===== src/rtl/operand_fetch_stage.sv =====
// Operand fetch stage: reads the register file and resolves RAW hazards. MEM
// and WB results are bypassed into the operands. The stage interlocks when a
// producer sits in ID/EX, or when a load in MEM has no data yet. The resolved
// operands are registered into the ID/EX pipeline register, and a saturating
// counter tracks hazard stall cycles.
module operand_fetch_stage #(
    parameter int XLEN = 32,
    parameter int CNTW = 32
) (
    input  logic            clk,
    input  logic            reset,
    input  logic            id_valid,
    output logic            id_ready,
    input  logic [4:0]      id_rs1,
    input  logic [4:0]      id_rs2,
    input  logic [4:0]      id_rd,
    input  logic            id_use_rs1,
    input  logic            id_use_rs2,
    input  logic            id_reg_write,
    input  logic            id_is_load,
    input  logic            flush,
    output logic [4:0]      rf_rs1,
    output logic [4:0]      rf_rs2,
    input  logic [XLEN-1:0] rf_rdata1,
    input  logic [XLEN-1:0] rf_rdata2,
    input  logic            mem_valid,
    input  logic            mem_reg_write,
    input  logic            mem_is_load,
    input  logic [4:0]      mem_rd,
    input  logic [XLEN-1:0] mem_data,
    input  logic            wb_reg_write,
    input  logic [4:0]      wb_rd,
    input  logic [XLEN-1:0] wb_data,
    output logic            ex_valid,
    output logic            ex_reg_write,
    output logic            ex_is_load,
    output logic [4:0]      ex_rd,
    output logic [XLEN-1:0] ex_op1,
    output logic [XLEN-1:0] ex_op2,
    output logic [CNTW-1:0] stall_count
);

    // Handshake: the ID instruction moves into ID/EX on a rising edge where
    // id_valid && id_ready && !flush. While id_ready is low, the upstream stage
    // holds every id_* field stable. A flush consumes the ID instruction
    // (id_ready is high) without transferring it.

    logic            memCanForward;
    logic            memLoadBusy;
    logic            exWillWrite;
    logic            pendingRs1;
    logic            pendingRs2;
    logic            stall;
    logic            accept;
    logic [XLEN-1:0] op1Resolved;
    logic [XLEN-1:0] op2Resolved;

    // The priority order is x0, then MEM, then WB, then the array. x0 is
    // forced to zero because the array contents for x0 are not trusted.
    function automatic logic [XLEN-1:0] resolveSrc(
        input logic [4:0]      src,
        input logic [XLEN-1:0] rfData,
        input logic            memFwd,
        input logic [4:0]      memRd,
        input logic [XLEN-1:0] memData,
        input logic            wbFwd,
        input logic [4:0]      wbRd,
        input logic [XLEN-1:0] wbData
    );
        if (src == 5'd0) begin
            return '0;
        end else if (memFwd && (memRd == src)) begin
            return memData;
        end else if (wbFwd && (wbRd == src)) begin
            return wbData;
        end
        return rfData;
    endfunction

    // A source is pending when its value is not yet available anywhere.
    // This is the case when the producer is still in ID/EX, or when the
    // producer is a load sitting in MEM.
    function automatic logic isPending(
        input logic [4:0] src,
        input logic       used,
        input logic       exW,
        input logic [4:0] exRd,
        input logic       memLd,
        input logic [4:0] memRd
    );
        return used && (src != 5'd0) &&
               ((exW && (exRd == src)) || (memLd && (memRd == src)));
    endfunction

    // Combinational read addresses, bypass selection and interlock decision.
    always_comb begin
        rf_rs1        = id_rs1;
        rf_rs2        = id_rs2;
        memCanForward = mem_valid && mem_reg_write && !mem_is_load;
        memLoadBusy   = mem_valid && mem_reg_write && mem_is_load;
        exWillWrite   = ex_valid && ex_reg_write;
        op1Resolved   = resolveSrc(id_rs1, rf_rdata1, memCanForward, mem_rd, mem_data,
                                   wb_reg_write, wb_rd, wb_data);
        op2Resolved   = resolveSrc(id_rs2, rf_rdata2, memCanForward, mem_rd, mem_data,
                                   wb_reg_write, wb_rd, wb_data);
        pendingRs1    = isPending(id_rs1, id_use_rs1, exWillWrite, ex_rd, memLoadBusy, mem_rd);
        pendingRs2    = isPending(id_rs2, id_use_rs2, exWillWrite, ex_rd, memLoadBusy, mem_rd);
        stall         = id_valid && (pendingRs1 || pendingRs2) && !flush;
        id_ready      = !stall;
        accept        = id_valid && !stall && !flush;
    end

    // ID/EX register: flush and stall both leave a bubble. Only an accepted
    // instruction updates the payload fields, so a bubble holds the old ones.
    always_ff @(posedge clk or posedge reset) begin
        if (reset) begin
            ex_valid     <= 1'b0;
            ex_reg_write <= 1'b0;
            ex_is_load   <= 1'b0;
            ex_rd        <= 5'd0;
            ex_op1       <= '0;
            ex_op2       <= '0;
        end else if (accept) begin
            ex_valid     <= 1'b1;
            ex_reg_write <= id_reg_write;
            ex_is_load   <= id_is_load;
            ex_rd        <= id_rd;
            ex_op1       <= op1Resolved;
            ex_op2       <= op2Resolved;
        end else begin
            ex_valid     <= 1'b0;
        end
    end

    // Hazard stall counter. A flushed cycle is not a stall, so it is not
    // counted. The counter sticks at all-ones.
    always_ff @(posedge clk or posedge reset) begin
        if (reset) begin
            stall_count <= '0;
        end else if (stall && (stall_count != '1)) begin
            stall_count <= stall_count + 1'b1;
        end
    end

endmodule

===== config.mk =====
export PLATFORM = sky130hd
export DESIGN_NAME = operand_fetch_stage
export DESIGN_NICKNAME = d
export VERILOG_FILES = /design/src/rtl/operand_fetch_stage.sv
export SDC_FILE = /design/constraint.sdc
export NUM_CORES = 1
export LEC_CHECK = 0
export BUFFER_PORTS_ARGS = -buffer_cell sky130_fd_sc_hd__clkbuf_2
export CORE_MARGIN = 2
export CORE_UTILIZATION = 48
export CTS_CLUSTER_DIAMETER = 40
export DETAILED_ROUTE_END_ITERATION = 8
export PLACE_DENSITY = 0.85
export SKIP_LAST_GASP = 1
export SLEW_MARGIN = 20
export SYNTH_ARGS = -nofsm -noshare
export SYNTH_HDL_FRONTEND = slang
export SYNTH_SLANG_ARGS = --single-unit

===== constraint.sdc =====
create_clock -name clk -period 4.34 [get_ports clk]
set_input_delay 0.651 -clock clk [delete_from_list [all_inputs] [get_ports clk]]
set_output_delay 0.651 -clock clk [all_outputs]
set_load 0.02 [all_outputs]

==> impl_metrics.json <==
{
  "fin_crit_sh_pct": 70.6,
  "htreeDepth": 3,
  "cts-root-buf": "clkbuf_16",
  "multiInputGateArea_mm2": 0.00318,
  "slew_violations": 0,
  "max_freq_mhz": 327,
  "tightest_slew_ns": 0.969,
  "fin_worst_skew_ns": 0.0104,
  "hold_viol": 0,
  "drv.max_cap_violation_count": 0,
  "synthesis.area_mm2": 0.00608,
  "layout_common_cells": "clkbuf_2, nand2_1, dfrtp_1, o21ai_0, o31ai_1",
  "core_mm2": 0.0125,
  "yosysUniqueCellTypes": 33,
  "syn_to_final_growth_pct": 28.8,
  "fill_cells": 1099,
  "ys_seq_area_share_pct": 42.8,
  "post-route-min-period_ns": 3.06,
  "cp-end-kind": "primary output",
  "routed_via_density": 5.51,
  "setup_tns_ns": 0,
  "peakVddDrop_mv": 0.219,
  "cpPeakStageDelay_ns": 0.56,
  "min_path_type": "reg -> reg",
  "cts_buffer_depth": 2,
  "p_total_mw": 2.57,
  "drtAntennaViolNets": 0,
  "ctsResizeCount": 0,
  "hpwl_um": 14000,
  "cp_common_cell": "clkbuf_2",
  "drc": 0,
  "layout_commonest_cell": "clkbuf_2",
  "syn_area_per_cell_um2": 8.67,
  "status": "completed",
  "path_class": "in -> out",
  "rows": 41,
  "grt_start_max_net_pins": 81,
  "post_layout_nonfiller_instances": 1123,
  "power.density_mw_per_mm2": 329,
  "cp_max_fo": 33,
  "dp.cells": 1105,
  "clk_latency_ns": 0.34,
  "worst-endpoint-required_ns": 3.69,
  "totalWireLength_um": 18900,
  "die_height_um": 117,
  "grt.total_usage_pct": 27.4,
  "fin_nets": 1110,
  "setup_violations": 0,
  "yosysWarnings": 0,
  "ioPinCount": 280,
  "postCtsHoldBufs": 0,
  "gp_congestion": 0.886,
  "rsz0062_at_grt": "no",
  "drt-initial-drc-count": 430,
  "syn_inst": 701,
  "start_kind": "primary input",
  "regArea_mm2": 0.00260,
  "arrival_ns": 2.41,
  "clock-sinks": 104,
  "numCtsBuffers": 9,
  "grt_pass1_vias": 5660,
  "port_buffers": 279,
  "die_area_mm2": 0.0136,
  "cts_setup_buffers": 0,
  "relSlewSlack_pct": 35.4,
  "avgRoutedWirePerCell_um": 16.8,
  "routed-via-count": 6184,
  "clkTransAtPathRegs_ns": 0.07,
  "die_w_um": 117,
  "grt_pass1_wl_um": 28800,
  "synth-seq-cells": 104,
  "first_pass_iters": 7,
  "start_util_pct": 48.7,
  "final_layout_size_suffix_gt1_share_pct": 34.0,
  "slowest_stage": "or4_4",
  "crit_chain": "clkbuf_2 -> or4_4 -> nor2_4 -> buf_4 -> nor3_1 -> a32oi_2 -> clkbuf_2",
  "syn_nets": 867,
  "antenna_found_initial": 1,
  "cts_tree": "built",
  "overflow": 0,
  "p_leak_nw": 4.11
}
cells by family (layout without fill, tap and decap cells):
group	count (synthesis)	in the layout	share of synthesized area (%)
muxes	41	41	7.31
DFF	104	104	42.8
AOI/OAI and AO/OA	132	132	13.8
other	0	2	0
xor gates and xnor gates	60	60	8.65
buffers and inverters	64	312	5.19
and+or+nand+nor	299	299	22.0
adders and majority gates	1	1	0.206
layout make-up:
cell class	instances	share of cell area, %
multi-input cells	533	40.6
flip-flops and latches	104	33.3
repair buffers	291	19.2
clock buffers	10	2.93
well taps	172	2.75
clock inverters	6	0.959
inverters	5	0.272
diodes	2	0.0640
Yosys cell counts:
| library cell | instances | share of area (%) |
|---|---|---|
| nor3_1 | 16 | 1.3 |
| o32ai_1 | 2 | 0.29 |
| or4_4 | 2 | 0.37 |
| and4_1 | 3 | 0.43 |
| nand4_1 | 13 | 1.3 |
| buf_2 | 18 | 1.5 |
| buf_6 | 2 | 0.37 |
| a32oi_1 | 1 | 0.14 |
| o21ai_0 | 64 | 5.3 |
| and2_1 | 2 | 0.21 |
| nand3_1 | 44 | 3.6 |
| mux2_1 | 1 | 0.19 |
| and3_1 | 7 | 0.72 |
| clkbuf_1 | 29 | 1.8 |
| inv_1 | 5 | 0.31 |
| or3_1 | 1 | 0.10 |
| nor2b_1 | 2 | 0.21 |
| nor2_1 | 15 | 0.93 |
| mux2_4 | 6 | 1.5 |
| mux2_2 | 2 | 0.37 |
| xnor2_1 | 15 | 2.2 |
| nor2_4 | 2 | 0.37 |
| dfrtp_1 | 104 | 43 |
| and3_2 | 1 | 0.12 |
| nor4_1 | 11 | 1.1 |
| nand2b_1 | 1 | 0.10 |
| o31ai_1 | 64 | 7.9 |
| mux2i_1 | 32 | 5.3 |
| xor2_1 | 45 | 6.5 |
| buf_4 | 10 | 1.2 |
| ha_1 | 1 | 0.21 |
| a221o_1 | 1 | 0.16 |
| nand2_1 | 179 | 11 |
where the power goes:
part	switching, mW	total (mW)	internal (mW)
combinational	0.367	0.600	0.233
clock	0.378	0.836	0.457
sequential	0.0730	1.14	1.07
total	0.818	2.57	1.76
flip-flops by register name (all words and copies together), names as in the netlist:
name          flops
ex_op2           32
ex_reg_write      1
ex_op1           32
ex_is_load        1
stall_count      32
ex_valid          1
ex_rd             5
worst max-delay path, delay by kind of cell:
kind	cells	cell delay (ns)
AO/OA/AOI/OAI	1	0.28
buffers and inverters	3	0.72
AND/OR/NAND/NOR	3	0.76
per-layer routing:
layer / vias up / GRT usage (%) / part of all wire [%]
li1: 2931 / - / -
met2: 276 / 45.2 / 48
met1: 2923 / 34.7 / 40
met4: 0 / 11.9 / 3.8
met5: - / 0 / 0
met3: 54 / 6.18 / 7.3
worst paths after layout:
kind                            depth (start not counted)  slack, ns         end        from
max in group asynchronous                               3       2.87   ex_op2[1]       reset
worst min register to register                          2       0.48  ex_op1[30]  ex_op1[30]
worst max register to register                          7       1.66  ex_op2[17]    ex_rd[2]
worst min-delay path                                    2       0.48  ex_op1[30]  ex_op1[30]
min in group asynchronous                               2       0.52   ex_op1[2]       reset
worst max-delay path                                    7       1.28    id_ready   id_rs2[1]
stage by stage:
step | hold WS (ns) | setup slack, ns | util, % | instance area (µm²)
after floorplan | 0.584 | 0.957 | - | 6080
after global placement | 0.461 | 1.33 | 60.3 | 7520
after detailed placement | 0.466 | 1.27 | 60.3 | 7520
after CTS | 0.483 | 1.30 | 62.7 | 7820
after global routing | 0.512 | 1.20 | 62.8 | 7820
final | 0.478 | 1.28 | 62.8 | 7830
No activity file was read; power rests on OpenSTA's default activity.
